<file path="src/rtl/uart_recv.sv">
// 8N1 UART receiver: two-flop line synchronizer plus a single-FSM sampler that
// takes one mid-bit sample per bit, with a glitch reject on the start bit and break handling.
module uart_recv #(
  parameter int CLK_FREQ = 50000000,
  parameter int BAUD     = 115200
) (
  input  logic       sys_clk,
  input  logic       rst,
  input  logic       rxd,
  output logic [7:0] out_dat,
  output logic       out_flag,
  output logic       frame_err,
  output logic       busy
);

  localparam int N  = CLK_FREQ / BAUD;
  localparam int H  = N / 2;
  localparam int CW = $clog2(N);
  localparam logic [CW-1:0] FULL = CW'(N - 1);
  localparam logic [CW-1:0] HALF = CW'(H - 1);

  typedef enum logic [2:0] {IDLE, START, DATA, STOP, WAIT_HIGH} state_t;

  state_t        state;
  logic [CW-1:0] cnt;
  logic [2:0]    idx;
  logic [7:0]    shreg;
  logic          rx_meta;
  logic          rxs;

  // Both flops reset high so that a reset never looks like a start bit.
  always_ff @(posedge sys_clk) begin
    if (!rst) begin
      rx_meta <= 1'b1;
      rxs     <= 1'b1;
    end else begin
      rx_meta <= rxd;
      rxs     <= rx_meta;
    end
  end

  always_ff @(posedge sys_clk) begin
    if (!rst) begin
      state     <= IDLE;
      cnt       <= '0;
      idx       <= '0;
      shreg     <= '0;
      out_dat   <= '0;
      out_flag  <= 1'b0;
      frame_err <= 1'b0;
      busy      <= 1'b0;
    end else begin
      out_flag  <= 1'b0;
      frame_err <= 1'b0;
      case (state)
        IDLE: begin
          if (!rxs) begin
            state <= START;
            cnt   <= '0;
            busy  <= 1'b1;
          end
        end
        START: begin
          if (cnt == HALF) begin
            cnt <= '0;
            idx <= '0;
            if (rxs) begin
              state <= IDLE;
              busy  <= 1'b0;
            end else begin
              state <= DATA;
            end
          end else begin
            cnt <= cnt + CW'(1);
          end
        end
        DATA: begin
          if (cnt == FULL) begin
            cnt   <= '0;
            shreg <= {rxs, shreg[7:1]};
            idx   <= idx + 3'd1;
            if (idx == 3'd7) state <= STOP;
          end else begin
            cnt <= cnt + CW'(1);
          end
        end
        STOP: begin
          if (cnt == FULL) begin
            cnt <= '0;
            if (rxs) begin
              out_dat  <= shreg;
              out_flag <= 1'b1;
              state    <= IDLE;
              busy     <= 1'b0;
            end else begin
              frame_err <= 1'b1;
              state     <= WAIT_HIGH;
            end
          end else begin
            cnt <= cnt + CW'(1);
          end
        end
        // A held-low line is a break, not a new start bit.
        WAIT_HIGH: begin
          if (rxs) begin
            state <= IDLE;
            busy  <= 1'b0;
          end
        end
        default: begin
          state <= IDLE;
          busy  <= 1'b0;
        end
      endcase
    end
  end

endmodule

</file>
<file path="config.mk">
export PLATFORM = sky130hd
export DESIGN_NAME = uart_recv
export DESIGN_NICKNAME = d
export VERILOG_FILES = /design/src/rtl/uart_recv.sv
export SDC_FILE = /design/constraint.sdc
export NUM_CORES = 1
export LEC_CHECK = 0
export CAP_MARGIN = 20
export CORE_ASPECT_RATIO = 1.4
export CORE_MARGIN = 8
export CORE_UTILIZATION = 48
export DETAILED_ROUTE_END_ITERATION = 16
export HOLD_SLACK_MARGIN = 0.15
export PLACE_DENSITY = 0.7
export SETUP_SLACK_MARGIN = 0.3
export SYNTH_ARGS = -nofsm -noshare
export SYNTH_HDL_FRONTEND = slang
export SYNTH_SLANG_ARGS = --single-unit
</file>
<file path="constraint.sdc">
create_clock -name sys_clk -period 2.1 [get_ports sys_clk]
set_clock_uncertainty 0.2 [all_clocks]
set_input_delay 0.315 -clock sys_clk [delete_from_list [all_inputs] [get_ports sys_clk]]
set_output_delay 0.315 -clock sys_clk [all_outputs]
set_load 0.02 [all_outputs]
</file>
Word-level counts from Yosys, hierarchy flattened
Cells that the tools add are included.
{"block": "totals", "inputBits": 3, "word_cells": 60, "out_inout_bits": 11, "regBits": 36}
{"block": "op_classes", "reduce_logical": 11, "eq_ne": 13, "n_addsub": 2, "bitwise_logic": 1, "n_mux": 23}
{"op": "$mux W3", "count": 9}
{"op": "$mux W9", "count": 3}
{"op": "$pmux W9 S3", "count": 1}
{"op": "$pmux W3 S5", "count": 1}
{"op": "$ne A2 B2 Y1 const B", "count": 6}
{"op": "$add A9 B1 Y9 const B", "count": 1}
{"op": "$eq A9 B8 Y1 const B", "count": 1}
{"op": "$eq A9 B9 Y1 const B", "count": 1}
{"op": "$reduce_and A3 Y1", "count": 3}
{"op": "$eq A3 B2 Y1 const B", "count": 2}
{"op": "$eq A3 B3 Y1 const B", "count": 2}
{"op": "$mux W1", "count": 6}
{"op": "$pmux W3 S2", "count": 1}
{"op": "$reduce_and A6 Y1", "count": 1}
{"op": "$pmux W1 S5", "count": 1}
{"op": "$reduce_and A2 Y1", "count": 2}
{"op": "$reduce_and A4 Y1", "count": 1}
{"op": "$add A3 B1 Y3 const B", "count": 1}
{"op": "$eq A3 B1 Y1 const B", "count": 1}
{"op": "$logic_not A3 Y1", "count": 1}
{"op": "$reduce_bool A3 Y1", "count": 1}
{"op": "$mux W2", "count": 1}
{"op": "$reduce_bool A2 Y1", "count": 1}
{"op": "$reduce_or A2 Y1", "count": 1}
{"op": "$not A1 Y1", "count": 1}

Longest topological paths before layout
Gate-level depths: netlist of run 1.
{"block": "depth", "word_depth": 4, "ltp_mapped": 7, "mapped_depth_nobuf": 6}

Worst setup path after synthesis of run 1
OpenSTA, ideal clock, no wires.
{"block": "synth_path", "kind": "reg-to-reg", "startpoint": "register cnt[2]", "endpoint": "register out_dat[0]", "n_path_buf": 2, "slack_ns": 0.135, "setup_ns": 0.128, "stages_incl_launch_ff": 7, "synth_period_minus_slack_ns": 1.965, "required_ns": 1.772, "arrival_ns": 1.638, "cell_sequence": "dfxtp_1 buf_6 or4b_4 nor4_2 buf_6 mux2i_1 nor2_1"}
{"block": "synth_via", "elab_chain_len": 2}
{"element": "start, declared", "line": "25", "rtl": "logic [CW-1:0] cnt;"}
{"element": "start signal, assigned", "line": "74", "rtl": "cnt <= cnt + CW'(1);"}
{"element": "start signal, assigned", "line": "84", "rtl": "cnt <= cnt + CW'(1);"}
{"element": "start signal, assigned", "line": "100", "rtl": "cnt <= cnt + CW'(1);"}
{"element": "$eq A9 B9 Y1", "line": "88", "rtl": "if (cnt == FULL) begin"}
{"element": "$reduce_and A3 Y1 (no source line)"}
{"element": "end signal, assigned", "line": "91", "rtl": "out_dat <= shreg;"}
{"element": "end, declared", "line": "10", "rtl": "output logic [7:0] out_dat,"}
No other way between the ends.
A chain may end at the register's enable or synchronous reset.

Final worst setup path of run 1
{"block": "layout_path", "startpoint": "register cnt[3]", "endpoint": "register out_dat[0]"}
Same word-level chain as after synthesis.

==> results of run 1 <==
[cell usage after synthesis, types with 3 or more instances]
cell type,number,area (um2)
o211ai_1,4,30.0
nor3_1,5,25.0
ha_1,5,62.6
nand2_1,33,124
mux2i_1,8,80.1
a31oi_1,4,25.0
inv_1,5,18.8
nor3b_1,4,30.0
nand3_1,9,45.0
nand2b_1,4,25.0
a21oi_1,18,90.1
o22ai_1,4,25.0
buf_2,3,15.0
o21ai_0,4,20.0
clkbuf_1,11,41.3
nor2_1,14,52.6
dfxtp_1,36,721
nand4_1,3,18.8
[report_power, final]
part | leakage (nW) | switching [W] | internal [W]
logic | 0.556 | 0.0000458 | 0.0000400
clock network | 0.0479 | 0.000246 | 0.000231
registers | 0.296 | 0.00000501 | 0.000685
total | 0.901 | 0.000297 | 0.000956
[kinds of logic after synthesis]
| group | synth area share [%] |
|---|---|
| flops | 41.5 |
| mux | 4.61 |
| compound gates | 15.6 |
| simple gates | 27.6 |
| fa+ha+maj | 4.18 |
| buf+inv | 5.91 |
| xor+xnor | 0.505 |
[worst max-delay path, delay by kind of cell (launching register included)]
kind	cells	cell delay, ns
AND/OR/NAND/NOR	3	0.81
flip-flops	1	0.37
multiplexers	1	0.20
buffers and inverters	1	0.21
[sequential cells by signal, indices dropped and copies added, names as in the netlist]
register   count
out_dat        8
busy           1
shreg          8
idx            3
rxs            1
out_flag       1
frame_err      1
state          3
rx_meta        1
cnt            9
[what timing repair did]
action,in CTS,in global routing
buffers inserted,6,12
hold endpoints to repair,0,0
pin swaps,7,12
resized for setup,28,30
setup endpoints to repair,29,29
gates cloned,0,1
[layer usage]
layer	GRT usage (%)	up-vias
met1	15.7	790
li1	-	796
met2	27.8	33
met3	3.99	11
met5	0	-
met4	8.19	0
[cell type report]
type                    instances  share of cell area [%]
flip-flops and latches         36                    30.9
inverters                       5                   0.889
repair buffers                 43                    16.7
clock buffers                   5                    2.88
well taps                      42                    2.20
multi-input cells             149                    45.7
clock inverters                 3                   0.785
[metrics by stage]
stage	setup slack, ns	utilization (%)	cell area, um2
detailed placement	0.106	54.6	1940
global route	0.146	67.5	2390
floorplan	0.277	-	1760
finish	0.199	67.5	2390
CTS	0.256	61.0	2160
global placement	0.163	54.6	1940
[worst paths after layout]
path	endpoint	slack (ns)	cells past startpoint
setup reg to reg	out_dat[0]	0.20	5
hold / removal	rxs	0.22	1
setup / recovery	out_dat[0]	0.20	5
hold reg to reg	rxs	0.22	1
==> metrics.csv, run 1 <==
metric,value,unit
start_kind,register,
first_pass_iters,4,
synth_edf_count,0,
antenna_found_initial,0,
period_share,90.5,%
vias,1630,
holdCritPathClass,register to register,
path_clk_slew,0.07,ns
layout_min_cycle_time,1.90,ns
cp_slowest_cell,or4b_4,
maxSlewHeadroom,73.8,%
maxSlewViolCount,0,
outcome,"finished, final reports clean",
rows,26,
synthCells,207,
final_common_cell,nand2_1,
die_y,87.1,um
num_antenna_cells,0,
ant_nets,0,
worstReg2RegStart,cnt[3],
dr_wl_met3,150,um
core,3550,um2
drt_iter0_drc,113,
viasPerCell,5.76,
max_freq,0.526,GHz
hpwl,2910,um
instances_no_fill,283,
multiInputGateArea,1090,um2
clkLatencyLatePin,0.29,ns
crit_path_max_incr_delay,0.54,ns
drt-met1-wl,1820,um
clockBufferDepth,2,
syn_area_per_cell,8.38,um2
finalHoldViolCount,0,
route.met2.wl,2580,um
setup_viol,0,
ys.warnings.count,0,
final_nets,248,
ys_types,44,
fin_total_pwr,0.00125,W
drive_above_1_share,31.5,%
drc,0,
die_w,66.8,um
critPathKind,register to register,
start_util,48.9,%
powerDensity,524,nW/um2
grt_pass1_vias,1476,
grt_overflow,0,
ys.flop_type,dfxtp_1,
synth_area,1740,um2
drt_wl_total,4670,um
peakVddDrop,0.365,mV
routabilityCongestion,0.840,
crit_start,cnt[3],
root_buffer,clkbuf_8,
hold_ws,0.216,ns
rsz0062_at_grt,true,
hp-start,rx_meta,
crit_fanout,6,
portBuffers,13,
max_cap_viol_count,0,
pin_count,14,
top_layer,met4,
numCtsBuffers,5,
cp_data_arrival_time,1.88,ns
grt_start_max_net_pins,20,
wire_per_inst,16.5,um
cp_cell_sequence,or4b_4 > nor4_4 > buf_4 > mux2i_1 > nor2_1,
cts_sinks,36,
grt_first_pass_wirelength,7000,um
async_flop_share,0,%
ys_ff_latch,36,
max_slew.worst_pin.slew,0.391,ns
synth_seq_area_share,41.5,%
regArea,738,um2
end_kind,register,
hold_buffers,0,
fillers,260,
dieArea,5820,um2
place_inst,256,
synth.net_count,215,
setup_tns,0,ns
syn_to_final_growth,37.9,%
htree_levels,2,
worstPathRequired,2.08,ns
layout_common_cells,"33 x nand2_1, 26 x dfxtp_1, 22 x buf_4",
leakage,0.901,nW
cts_tree,done,
grt_use_total,15.6,%
No activity file was read; power rests on OpenSTA's default activity.
==> run 2: changes to the inputs <==
- CORE_MARGIN: 8 -> 2
- CTS_CLUSTER_DIAMETER: default -> 40
==> run 2 against run 1 <==
  * Via count shrank 2.1%
  * Routed wire length decreased by 8.2%
  * Total power grew 3.5%
  * Design area shrank 6.8%
  * Utilization fell by 2.1 points
  * Worst setup slack got worse by 0.033 ns
  * Sequential power about the same
  * Register-to-register slack got worse by 0.03 ns
  * Worst hold slack got worse by 0.0085 ns
  * Critical path type unchanged
==> metrics.csv, run 2 (same netlist as run 1, synthesis figures left out) <==
metric,value,unit
drc,0,
pin_count,14,
rows,25,
drive_above_1_share,25.4,%
setup_viol,0,
reg2reg_slack,0.17,ns
vias,1595,
p_int,0.00102,W
start_util,50.9,%
worstReg2RegStart,cnt[1],
max_cap_viol_count,0,
use_met1,26.4,%
netSwitchingFraction,21.6,%
maxSlewViolCount,0,
setup.worst_path.end,state[1],
crit_fanout,4,
powerDensity,582,nW/um2
maxSlewHeadroom,78.0,%
holdCritPathClass,register to register,
numCtsBuffers,5,
first_pass_iters,4,
rr_worst_depth,7,
hpwl,2800,um
rsz0062_at_grt,true,
root_buffer,clkbuf_8,
setup_tns,0,ns
viasPerCell,5.95,
clkPwrFrac,40.4,%
top_usage_layer,met2,
wire_per_inst,16.0,um
instances_no_fill,268,
grt_use_total,23.8,%
regMostFlops,cnt,
syn_to_final_growth,28.5,%
grt_first_pass_wirelength,7040,um
crit_start,cnt[1],
dieArea,4120,um2
start_kind,register,
drt_iter0_drc,25,
worstPathRequired,2.12,ns
final_common_cell,nand2_1,
outcome,"finished, final reports clean",
largest_reg_flops,9,
drt_wl_total,4290,um
routabilityCongestion,0.897,
core,3410,um2
timing.rr.end,state[1],
cp_cell_sequence,inv_2 > buf_4 > ha_4 > nor4b_4 > nand4_1 > or4b_4 > a21oi_2,
peakVddDrop,0.429,mV
gr-usage-met2,40.2,%
cp_slowest_cell,or4b_4,
period_share,92.1,%
die_y,75.1,um
layout_common_cells,"33 x nand2_1, 26 x dfxtp_1, 16 x a21oi_1",
place_inst,254,
critPathKind,register to register,
num_antenna_cells,0,
antenna_found_initial,0,
htree_levels,2,
p_switching,0.000281,W
grt_start_max_net_pins,22,
power_frac_comb,6.3,%
portBuffers,13,
layout_min_cycle_time,1.93,ns
clockBufferDepth,2,
gr-usage-met3,5.75,%
cts_sinks,36,
final_nets,236,
end_kind,register,
utilization,65.4,%
reg_top3,"cnt (9), out_dat (8), shreg (8)",
cts_tree,done,
grt_overflow,0,
hold_buffers,0,
cp_data_arrival_time,1.95,ns
hold_ws,0.207,ns
max_freq,0.517,GHz
crit_path_max_incr_delay,0.55,ns
hp-start,rx_meta,
finalHoldViolCount,0,
max_slew.worst_pin.slew,0.326,ns
setup_slack,0.166,ns
ant_nets,0,
grt_pass1_vias,1561,
path_clk_slew,0.07,ns
clkLatencyLatePin,0.28,ns
pre_cts_slack,0.0926,ns
seq_power_share,53.3,%
die_w,54.8,um
leakage,0.783,nW
-- run 2: changes by cell type in the layout (fill, tap and decap cells not counted), moves of 2 or more --
cell	before	now
buf_4	22	15
o22ai_2	2	0
o22ai_1	1	4
clkbuf_8	5	7
and4_4	0	2
clkinv_2	2	0
buf_6	7	2
-- run 2: routing by layer --
| layer | share of wire, % | wire length (um) | vias to the layer above |
|---|---|---|---|
| met3 | 3.7 | 157 | 14 |
| met1 | 42 | 1790 | 769 |
| met4 | 3.7 | 159 | 0 |
| met2 | 51 | 2190 | 39 |
| met5 | 0 | 0 | - |
| li1 | - | - | 773 |
-- run 2: how the worst min path moves through the flow --
stage	to	slack, ns	cells after the start
final	rxs	0.21	1
after global routing	rxs	0.22	1
after CTS	rxs	0.21	1
after detailed placement	rxs	0.20	1
after global placement	rxs	0.19	1
after floorplan	rxs	0.19	1
-- run 2: critical path: cells and delay by family (launching register included) --
kind / cells / cell delay (ns)
and+or+nand+nor: 3 / 0.89
DFF: 1 / 0.34
buffers and inverters: 2 / 0.17
AOI/OAI and AO/OA: 1 / 0.13
adders and majority gates: 1 / 0.13
-- run 2: metrics by stage --
stage,total power [W],area (um2)
after floorplan,0.000748,1760
after global placement,0.000767,1950
after detailed placement,0.000768,1950
after CTS,0.00130,2120
after global routing,0.00134,2230
final,0.00130,2230
-- run 2: layout make-up --
cell class / count / area (um2)
Clock buffer: 7 / 96.3
Fill cell: 266 / 1180
Inverter: 5 / 18.8
Multi-Input combinational cell: 149 / 1040
Sequential cell: 36 / 741
Tap cell: 40 / 50.0
Timing Repair Buffer: 31 / 288
-- run 2: power groups by stage --
stage	combinational [W]	clock [W]	sequential (W)
3_3_place_gp	0.0000577	0	0.000709
5_1_grt	0.0000886	0.000562	0.000691
4_1_cts	0.0000668	0.000538	0.000694
3_5_place_dp	0.0000588	0	0.000709
2_1_floorplan	0.0000408	0	0.000707
6_report	0.0000818	0.000524	0.000691
-- run 2: repair_timing --
item / in CTS / in global routing
resized for setup: 22 / 23
setup buffers: 1 / 5
endpoints found under the hold margin: 0 / 0
endpoints found under the setup margin: 29 / 25
cloned: 1 / 0
pin swaps: 2 / 7
==> run 3: changes to the inputs <==
- RECOVER_POWER: default -> 100
==> run 3 against run 2 <==
  * Global-route usage unchanged
  * Worst setup slack lost 0.012 ns
  * Combinational power down 3.3%
  * Die area did not move
  * Fmax is 0.61% lower
  * Clock power barely moved
  * Critical path depth unchanged
  * Via count is 0.82% lower
  * Final cell count stayed put
  * Non-clock buffer count did not move
  * Total power is 0.21% lower
  * Highest routed layer unchanged
==> metrics.csv, run 3 (same netlist as run 1, synthesis figures left out) <==
metric,value,unit
outcome,"finished, final reports clean",
max_cap_viol_count,0,
max_freq,0.514,GHz
drt_iter0_drc,33,
final_nets,236,
fillers,274,
pin_count,14,
instances_no_fill,268,
start_util,50.9,%
regMostFlops,cnt,
drive_above_1_share,22.4,%
cts_sinks,36,
clkLatencyLatePin,0.28,ns
ant_nets,0,
reg_top3,"cnt (9), out_dat (8), shreg (8)",
root_buffer,clkbuf_8,
peakVddDrop,0.430,mV
setup_tns,0,ns
core,3410,um2
layout_common_cells,"33 x nand2_1, 27 x dfxtp_1, 17 x a21oi_1",
hp-start,rx_meta,
critPathKind,register to register,
worstReg2RegStart,cnt[1],
crit_start,cnt[1],
design_area,2200,um2
hpwl,2800,um
clockBufferDepth,2,
worstPathRequired,2.12,ns
max_slew.worst_pin.slew,0.365,ns
grt_first_pass_wirelength,7040,um
path_clk_slew,0.07,ns
numCtsBuffers,5,
setup_viol,0,
die_w,54.8,um
leakage,0.791,nW
num_antenna_cells,0,
maxSlewHeadroom,75.7,%
syn_to_final_growth,26.6,%
placed_area,1950,um2
dieArea,4120,um2
drc,0,
cp_data_arrival_time,1.96,ns
powerDensity,589,nW/um2
wire_per_inst,15.8,um
grt_start_max_net_pins,22,
maxSlewViolCount,0,
drt_wl_total,4240,um
period_share,92.7,%
holdCritPathClass,register to register,
die_y,75.1,um
start_kind,register,
finalHoldViolCount,0,
antenna_found_initial,0,
layout_min_cycle_time,1.95,ns
place_inst,254,
grt_overflow,0,
vias,1582,
rsz0062_at_grt,true,
hold_buffers,0,
rows,25,
end_kind,register,
htree_levels,2,
crit_fanout,4,
cts_tree,done,
final_common_cell,nand2_1,
portBuffers,13,
grt_use_total,23.8,%
grt_pass1_vias,1561,
hold_ws,0.207,ns
first_pass_iters,4,
routabilityCongestion,0.897,
largest_reg_flops,9,
fin_total_pwr,0.00129,W
viasPerCell,5.90,
run 3: changes by cell type in the layout (fill, tap and decap cells not counted), sizes merged, moves of 2 or more:
cell	change
dlygate4sd3	+11
buf	-2
clkdlybuf4s50	-11
clkbuf	+3
run 3: layout make-up:
type / count / area [um2] / area share, %
inverters: 5 / 18.8 / 0.854
repair buffers: 31 / 273 / 12.4
multi-input cells: 149 / 1020 / 46.4
clock buffers: 7 / 96.3 / 4.38
well taps: 40 / 50.0 / 2.28
flip-flops and latches: 36 / 739 / 33.7
run 3: path summary, 6_finish.rpt:
| check | to | slack (ns) | cells past startpoint |
|---|---|---|---|
| min reg2reg | rxs | 0.21 | 1 |
| min | rxs | 0.21 | 1 |
| max | state[1] | 0.15 | 7 |
| max reg2reg | state[1] | 0.15 | 7 |
run 3: layer usage:
layer	up-vias	global-route usage (%)	wire length (um)
li1	775	-	-
met1	760	26.4	1770
met4	0	13.6	144
met2	34	40.2	2180
met5	-	0	0
met3	13	5.75	146
run 3: where the power goes:
| part | internal, W | total [W] | switching (W) |
|---|---|---|---|
| Sequential | 0.000684 | 0.000691 | 0.00000619 |
| Clock | 0.000292 | 0.000524 | 0.000232 |
| Combinational | 0.0000375 | 0.0000791 | 0.0000416 |
run 3: repair_timing:
action                                 CTS  global route
pin swaps                                2             7
resized for setup                       22            23
setup endpoints to repair               29            25
setup buffers                            1             5
cloned                                   1             0
endpoints found under the hold margin    0             0
run 3: critical path, cell delays in order, from the launching register on:
cell and delay, ns:
dfxtp_1 0.35, clkinv_1 0.07, buf_4 0.11, ha_4 0.13, nor4b_4 0.18, nand4_1 0.14, or4b_1 0.55, a21oi_2 0.14
run 3: stage by stage:
step	utilization (%)	setup slack [ns]
6_report	64.4	0.154
5_1_grt	64.4	0.0543
4_1_cts	62.3	0.207
3_5_place_dp	57.1	0.0926
3_3_place_gp	57.1	0.113
2_1_floorplan	-	0.277
==> edit (settings of run 2) <==
Change the parameter `CLK_FREQ` from 50000000 to 100000000.
--- a/src/rtl/uart_recv.sv
+++ b/src/rtl/uart_recv.sv
@@ -3,3 +3,3 @@
 module uart_recv #(
-  parameter int CLK_FREQ = 50000000,
+  parameter int CLK_FREQ = 100000000,
   parameter int BAUD     = 115200
Formal check against the unedited RTL: same outputs for any inputs over 10 cycles, from zero or initial values and one cycle with rst low; that may be too few to reach the edited logic, so the function may still have changed.
==> edit against run 2 <==
- sequential share of layout area rose by 0.22 points
- routed wire length fell by 5.8%
- final area rose by 2.7%
- total power down 0.94%
- combinational power down 7.8%
- sequential cell count increased by 1
- setup slack better by 93 ps
- first-iteration DRC count up 32%
- synthesized area increased by 0.94%
- largest cell class unchanged
- highest routed layer unchanged
==> edit: results (changes against run 2) <==
\begin{tabular}{lr}
\hline
Metric & Value \\
\hline
\multicolumn{2}{l}{\textbf{Yosys}} \\
\quad Seq/Total Area, Yosys & 0.4229 (+0.007572) \\
\quad XOR/XNOR share of the synthesized area & 0.03000 (+0.02495) \\
\quad Fraction of the mapped netlist area in compound gates & 0.08429 (-0.07217) \\
\quad Fraction of the mapped netlist area in adder cells & 0.03429 (-0.007531) \\
\quad Top cell types by occurrence after synthesis & sky130\_fd\_sc\_hd\_\_dfxtp\_1 (37), sky130\_fd\_sc\_hd\_\_mux2i\_1 (19), sky130\_fd\_sc\_hd\_\_nor2b\_1 (17) \\
\quad Share of cell area taken by muxes after synthesis & 0.1086 (+0.06243) \\
\quad Leading post-synthesis cells by cell area & sky130\_fd\_sc\_hd\_\_dfxtp\_1 (42\%), sky130\_fd\_sc\_hd\_\_mux2i\_1 (11\%), sky130\_fd\_sc\_hd\_\_nor2b\_1 (6.1\%) \\
\quad Distinct cells, synth & 43 (-2.3\%) \\
\multicolumn{2}{l}{\textbf{Drt}} \\
\quad Routed wire length per instance & 15.86 µm (-0.95\%) \\
\quad Post-detailed-route via-to-cell ratio & 5.678 (-4.6\%) \\
\quad Initial detailed-routing violation count & 33 (+32\%) \\
\multicolumn{2}{l}{\textbf{Critical path}} \\
\quad Standard cell with the maximum stage delay on the critical path & sky130\_fd\_sc\_hd\_\_or3\_1 \\
\quad Data arrival time of the critical path & 1830 ps (-120 ps) \\
\quad Reg-to-reg setup timing slack & 260 ps (+90 ps) \\
\quad Largest fanout on the critical path & 6 (+2) \\
\quad Worst stage delay on the critical path & 390 ps (-160 ps) \\
\multicolumn{2}{l}{\textbf{Placed design}} \\
\quad Placed instance count & 237 (-6.7\%) \\
\quad Pre-CTS worst setup slack & 138.8 ps (+46.19 ps) \\
\quad Dpl hpwl & 2.681 mm (-4.3\%) \\
\quad Final RePlAce weighted congestion & 0.8359 (-6.8\%) \\
\quad Placement Cell Area & 1991 µm² (+2.3\%) \\
\multicolumn{2}{l}{\textbf{Power and ir drop}} \\
\quad IR drop worst, VDD & 587.5 µV (+37\%) \\
\multicolumn{2}{l}{\textbf{Global routing}} \\
\quad Largest net degree at the start of global routing & 21 (-4.5\%) \\
\quad Overall routing resource usage & 0.2296 (-0.008547) \\
\quad Number of global-route vias before repair & 1450 (-7.1\%) \\
\multicolumn{2}{l}{\textbf{Cells and area}} \\
\quad Net count, final & 219 (-7.2\%) \\
\multicolumn{2}{l}{\textbf{STA}} \\
\quad Measured slew at the worst slew-check pin & 365.6 ps (+39.55 ps) \\
\quad Min Hold Slack & 213.1 ps (+5.649 ps) \\
\multicolumn{2}{l}{\textbf{Status}} \\
\quad Outcome & finished clean \\
\hline
\end{tabular}
-- edit: cell types whose count changed after synthesis, moves of 6 or more --
cell | run 2 | this run
sky130_fd_sc_hd__a21oi_1 | 18 | 2
sky130_fd_sc_hd__mux2i_1 | 8 | 19
sky130_fd_sc_hd__nand2_1 | 33 | 13
sky130_fd_sc_hd__nand3_1 | 9 | 3
sky130_fd_sc_hd__nor2b_1 | 1 | 17
sky130_fd_sc_hd__xnor2_1 | 0 | 6
-- edit: what timing repair did --
item                                    CTS  global route
pin swaps                                11             8
endpoints found under the hold margin     0             0
gates cloned                              1             0
setup buffers                             4             5
gates resized for setup                  25            14
endpoints found under the setup margin   29            34
hold buffers                              0             0
-- edit: worst reg2reg max path, cell delays in order (launching register included) --
cell and delay [ps]:
sky130_fd_sc_hd__dfxtp_4 360, sky130_fd_sc_hd__nand4bb_4 310, sky130_fd_sc_hd__or3_1 390, sky130_fd_sc_hd__a211o_4 370
sky130_fd_sc_hd__mux2i_1 120
-- edit: kinds of logic after synthesis --
kind of cell / Yosys count
DFF: 37
buffers and inverters: 16
muxes: 19
AOI/OAI and AO/OA: 18
adders and majority gates: 5
xor gates and xnor gates: 6
and+or+nand+nor: 82
-- edit: power groups by stage --
stage | logic (µW) | registers [µW] | clock network [µW]
after floorplan | 45.8 | 729 | 0
after global placement | 63.3 | 731 | 0
after detailed placement | 65.1 | 732 | 0
after CTS | 69.9 | 714 | 502
after global routing | 82.6 | 715 | 529
final | 75.4 | 714 | 495
-- edit: layout make-up --
| cell class | instances | area [µm²] |
|---|---|---|
| inverter | 7 | 28.78 |
| clock inverter | 3 | 17.52 |
| timing repair buffer | 31 | 284.0 |
| fill | 300 | 1289 |
| clock buffer | 5 | 68.82 |
| tap | 42 | 52.55 |
| multi-input combinational | 130 | 1072 |
| sequential | 37 | 765.7 |
-- edit: metal layers --
metal | vias up | part of all wire | routed length, µm | GRT usage
met4 | 0 | 0.036 | 146 | 0.1247
met5 | - | 0 | 0 | 0
met1 | 693 | 0.42 | 1703 | 0.2581
met3 | 13 | 0.030 | 121 | 0.06471
met2 | 34 | 0.51 | 2072 | 0.3836
li1 | 708 | - | - | -
-- edit: final timing paths --
kind,depth (start not counted),to,start
worst max-delay path,4,idx[2]$_SDFFE_PN0P_,cnt[7]$_SDFFE_PN0P_
worst min-delay path,1,rxs$_SDFF_PN1_,rx_meta$_SDFF_PN1_
worst max register to register,4,idx[2]$_SDFFE_PN0P_,cnt[7]$_SDFFE_PN0P_
worst min register to register,1,rxs$_SDFF_PN1_,rx_meta$_SDFF_PN1_
